--- config.mk ---
export PLATFORM = sky130hd
export DESIGN_NAME = pc_ras_unit
export DESIGN_NICKNAME = d
export VERILOG_FILES = /design/src/rtl/pc_ras_unit.sv
export SDC_FILE = /design/constraint.sdc
export NUM_CORES = 1
export LEC_CHECK = 0
export CAP_MARGIN = 20
export CORE_MARGIN = 2
export CORE_UTILIZATION = 54
export CTS_BUF_LIST = sky130_fd_sc_hd__clkbuf_8
export DETAILED_ROUTE_END_ITERATION = 10
export PLACE_DENSITY = 0.75
export SETUP_SLACK_MARGIN = 0.1
export SYNTH_ARGS = -nofsm -noshare
export SYNTH_HDL_FRONTEND = slang
export SYNTH_SLANG_ARGS = --single-unit
--- constraint.sdc ---
create_clock -name clock -period 9.7 [get_ports clock]
set_clock_uncertainty 0.05 [all_clocks]
set_input_delay 1.94 -clock clock [delete_from_list [all_inputs] [get_ports clock]]
set_output_delay 1.94 -clock clock [all_outputs]
set_load 0.02 [all_outputs]
--- src/rtl/pc_ras_unit.sv ---
// rtl/pc_ras_unit.sv - fetch-stage program counter with integrated return-address stack
module pc_ras_unit #(
  parameter int N = 32,
  parameter int RAS_DEPTH = 8,
  parameter logic [N-1:0] RESET_VALUE = '0
) (
  input  logic                         clock,
  input  logic                         reset,
  input  logic [N-1:0]                 in,
  input  logic [2:0]                   PS,
  input  logic                         stall,
  input  logic                         flag_clear,
  output logic [N-1:0]                 PC,
  output logic [N-1:0]                 PC4,
  output logic [$clog2(RAS_DEPTH):0]   ras_count,
  output logic                         ras_empty,
  output logic                         ras_full,
  output logic                         ras_overflow,
  output logic                         ras_underflow
);

  localparam int AW = $clog2(RAS_DEPTH);
  localparam int CW = AW + 1;

  localparam logic [2:0] PS_SEQ  = 3'b001;
  localparam logic [2:0] PS_JMP  = 3'b010;
  localparam logic [2:0] PS_BRL  = 3'b011;
  localparam logic [2:0] PS_CALR = 3'b100;
  localparam logic [2:0] PS_CALA = 3'b101;
  localparam logic [2:0] PS_RET  = 3'b110;

  logic [N-1:0]  r_pc;
  logic [AW-1:0] r_top;
  logic [CW-1:0] r_count;
  logic          r_ovf;
  logic          r_unf;
  logic [N-1:0]  r_stack [RAS_DEPTH];

  logic [N-1:0]  w_pc4;
  logic [N-1:0]  w_rel;
  logic [N-1:0]  w_pc_next;
  logic [AW-1:0] w_top_inc;
  logic [AW-1:0] w_top_dec;
  logic          w_empty;
  logic          w_full;
  logic          w_push;
  logic          w_ret;
  logic          w_pop;
  logic          w_ovf_set;
  logic          w_unf_set;

  // Shifting the word offset left by two drops its top two bits, giving modulo-2^N byte offset.
  assign w_pc4     = r_pc + N'(4);
  assign w_rel     = w_pc4 + (in << 2);
  assign w_top_inc = r_top + AW'(1);
  assign w_top_dec = r_top - AW'(1);
  assign w_empty   = (r_count == '0);
  assign w_full    = (r_count == CW'(RAS_DEPTH));

  assign w_push    = !stall && ((PS == PS_CALR) || (PS == PS_CALA));
  assign w_ret     = !stall && (PS == PS_RET);
  assign w_pop     = w_ret && !w_empty;
  assign w_ovf_set = w_push && w_full;
  assign w_unf_set = w_ret && w_empty;

  always_comb begin
    w_pc_next = r_pc;
    if (!stall) begin
      case (PS)
        PS_SEQ:  w_pc_next = w_pc4;
        PS_JMP:  w_pc_next = in;
        PS_BRL:  w_pc_next = w_rel;
        PS_CALR: w_pc_next = w_rel;
        PS_CALA: w_pc_next = in;
        PS_RET:  w_pc_next = w_empty ? w_pc4 : r_stack[r_top];
        default: w_pc_next = r_pc;
      endcase
    end
  end

  always_ff @(posedge clock or posedge reset) begin
    if (reset) begin
      r_pc    <= RESET_VALUE;
      r_top   <= '0;
      r_count <= '0;
      r_ovf   <= 1'b0;
      r_unf   <= 1'b0;
    end else begin
      r_pc <= w_pc_next;
      if (w_push) begin
        r_top <= w_top_inc;
        if (!w_full) r_count <= r_count + CW'(1);
      end else if (w_pop) begin
        r_top   <= w_top_dec;
        r_count <= r_count - CW'(1);
      end
      // A set event in the same cycle as flag_clear leaves the flag set.
      if (w_ovf_set)       r_ovf <= 1'b1;
      else if (flag_clear) r_ovf <= 1'b0;
      if (w_unf_set)       r_unf <= 1'b1;
      else if (flag_clear) r_unf <= 1'b0;
    end
  end

  // Storage has no reset; when full, the write at top+1 lands on the oldest entry.
  always_ff @(posedge clock) begin
    if (w_push) r_stack[w_top_inc] <= w_pc4;
  end

  assign PC            = r_pc;
  assign PC4           = w_pc4;
  assign ras_count     = r_count;
  assign ras_empty     = w_empty;
  assign ras_full      = w_full;
  assign ras_overflow  = r_ovf;
  assign ras_underflow = r_unf;

endmodule

==> flow_summary.toml <==
[final_layout]
multi_input_area_um2 = 5330
area_growth_pct = 18.0
stdcell_count = 1504
drive_gt1_frac = 0.163
ff_latch_area_um2 = 8720
diodes = 0
n_fill_cell = 1959
final_nets = 1215

[place]
port_buffers = 110
hpwl_um = 23100
dp_cells = 1418
pre_cts_slack_ns = 4.13
place.gp.congestion = 0.951

[timing]
slew_headroom = 0.308
worst_slack_ns = 3.52
finalSetupViolations = 0
max_freq_ghz = 0.162
tns_ns = 0
fin_crit_sh = 0.637
rsz0062_at_grt = "no"
period_minus_slack_ns = 6.18
tightest_slew_ns = 1.03
slew_violations = 0
timing_hold_violations_final = 0

[global_route]
grt_pass1_wl_um = 55400
antenna_found_initial = 0
grt_overflow = 0
grtUsageTotal = 0.263
grt_max_degree = 42
grt_pass1_vias = 9333

[synth]
synth_commonest_cells = "edfxtp_1 (256), nor2_1 (71), mux4_2 (64)"
syn_area_um2 = 14300
yosysWarningCount = 0
yosysTopAreaCell = "edfxtp_1"
synthFlopType = "edfxtp_1"
synth_cells = 989
netlist-cell-type-count = 62
yosysMostFrequentCell = "edfxtp_1"
synth.avg_cell_area_um2 = 14.4
synth_area_leaders = "edfxtp_1 (54%), mux4_2 (10%), dfrtp_1 (7.2%), ha_1 (3.6%), a21oi_1 (2.2%)"
syn-num-nets = 1071
yosys_register_bits = 297
yosysSeqAreaShare = 0.611
ys_async_sr_fraction = 0.138
yosysTopAreaCellShare = 0.539
synth-edff-count = 256

[route]
firstDrtPassIters = 6
totalWireLength_um = 36200
via_count = 9511
wl_per_cell_um = 24.1
vias_per_cell = 6.32
initialDrtViolationCount = 1018
route.detailed.drc = 0
antenna_left = 0

[worst_setup_path]
crit_path_end_kind = "output pin"
path_buf_inv = 1
crit_chain = "ha_1 > nand3_1 > nor3_1 > nand2_1 > nor2_1 > and3_1 > xor2_1 > clkdlybuf4s50_1"
max_stage_delay_ns = 0.73
crit_type = "reg -> out"
worst-path-max-fanout = 10
critPathArrivalTime_ns = 4.19
crit_required_ns = 7.71
cpLargestDelayFamily = "simple AND/OR/NAND/NOR gates"
crit_slowest_cell = "clkdlybuf4s50_1"
start_kind = "flop"

[clock_network]
numCtsBuffers = 47
insertion_delay_ns = 0.59
clock-sinks = 297
post-cts-setup-buffers = 0
cts_buffer_depth = 3
cts_max_level = 2
root_buffer = "clkbuf_8"
cts.reportedPaths.clkPinSlew_ns = 0.06
cts_tree = "built"
cts.repair.resized = 0
cts_hold_buf = 0

[power_and_ir_drop]
power_leakage_nw = 5.96
power_frac_seq = 0.384
p_per_area_nw_per_um2 = 289
clkPwrFrac = 0.212
power.switching_mw = 1.77
combPwrFrac = 0.404
p_int_mw = 3.09
switching_share = 0.365
ir_drop_uv = 247

[floorplan]
fp.dieH_um = 166
std_cell_rows = 59
io_pins = 111
die_area_um2 = 27700
core_um2 = 26000
initial_core_util = 0.549
die_x_um = 166

[min_path]
min_path_type = "reg -> reg"

[outcome]
status = "finished clean"

[job]
cap_violations = 0
-- cells in the final DEF, fill, tap and decap left out, drive strengths merged, types with 10 or more instances in the layout --
master           n
and3            10
clkdlybuf4s50  110
nand3           11
mux4            64
edfxtp         256
ha              41
nor2            71
nand4           12
inv             46
o21ai           55
a221oi          19
nand2           60
xnor2           29
a21o            12
xor2            27
nor3            12
clkbuf          49
o21a            11
a21oi           62
mux2i           27
buf             34
dfrtp           41
-- cells by family after synthesis --
| logic type | count (synthesis) | synth area share |
|---|---|---|
| DFF | 297 | 0.611 |
| AOI/OAI and AO/OA | 214 | 0.0975 |
| and+or+nand+nor | 212 | 0.0705 |
| muxes | 100 | 0.127 |
| buffers and inverters | 67 | 0.0200 |
| xor gates and xnor gates | 56 | 0.0349 |
| adders and majority gates | 43 | 0.0388 |
-- state kept, by name, summed over array words and instances (netlist names) --
signal / count
r_stack: 256
PC: 32
ras_count: 4
r_top: 3
ras_overflow: 1
ras_underflow: 1
-- path summary, 6_finish.rpt --
kind                       depth (start not counted)                       end                     start  slack, ns
min in group asynchronous                          2  ras_count[1]$_DFFE_PP0P_                     reset       1.53
max reg2reg                                       15        PC[29]$_DFFE_PP0P_         PC[2]$_DFFE_PP0P_       4.77
min reg2reg                                        1  ras_count[3]$_DFFE_PP0P_  ras_count[3]$_DFFE_PP0P_       0.45
max in group asynchronous                          3         PC[3]$_DFFE_PP0P_                     reset       7.57
max                                                8                   PC4[30]         PC[2]$_DFFE_PP0P_       3.52
min                                                1  ras_count[3]$_DFFE_PP0P_  ras_count[3]$_DFFE_PP0P_       0.45
-- metal layers --
metal  GRT usage  share of wire
met4      0.0806          0.025
met1       0.380           0.42
met5           0              0
met2       0.416           0.47
met3      0.0452          0.085
-- cell type report --
| cell class | instances | area share |
|---|---|---|
| Clock buffer | 49 | 0.0401 |
| Clock inverter | 36 | 0.0141 |
| Inverter | 18 | 0.00402 |
| Multi-Input combinational cell | 625 | 0.317 |
| Sequential cell | 297 | 0.518 |
| Tap cell | 335 | 0.0249 |
| Timing Repair Buffer | 144 | 0.0814 |
-- power groups by stage --
stage | clock network, mW | logic (mW) | registers, mW
3_3_place_gp | 0 | 1.93 | 1.88
5_1_grt | 1.11 | 2.11 | 1.90
3_5_place_dp | 0 | 1.96 | 1.90
6_report | 1.03 | 1.96 | 1.87
2_1_floorplan | 0 | 1.28 | 1.85
4_1_cts | 1.05 | 1.97 | 1.87
-- per-stage QoR --
step | power, mW | util | hold WS [ns] | cell area (µm²)
floorplan | 3.13 | - | 0.556 | 14300
global placement | 3.81 | 0.611 | 0.443 | 15900
detailed placement | 3.85 | 0.611 | 0.452 | 15900
CTS | 4.88 | 0.646 | 0.458 | 16800
global route | 5.11 | 0.647 | 0.512 | 16800
finish | 4.86 | 0.647 | 0.455 | 16800
Note: power is estimated with default switching activity, not from simulation.
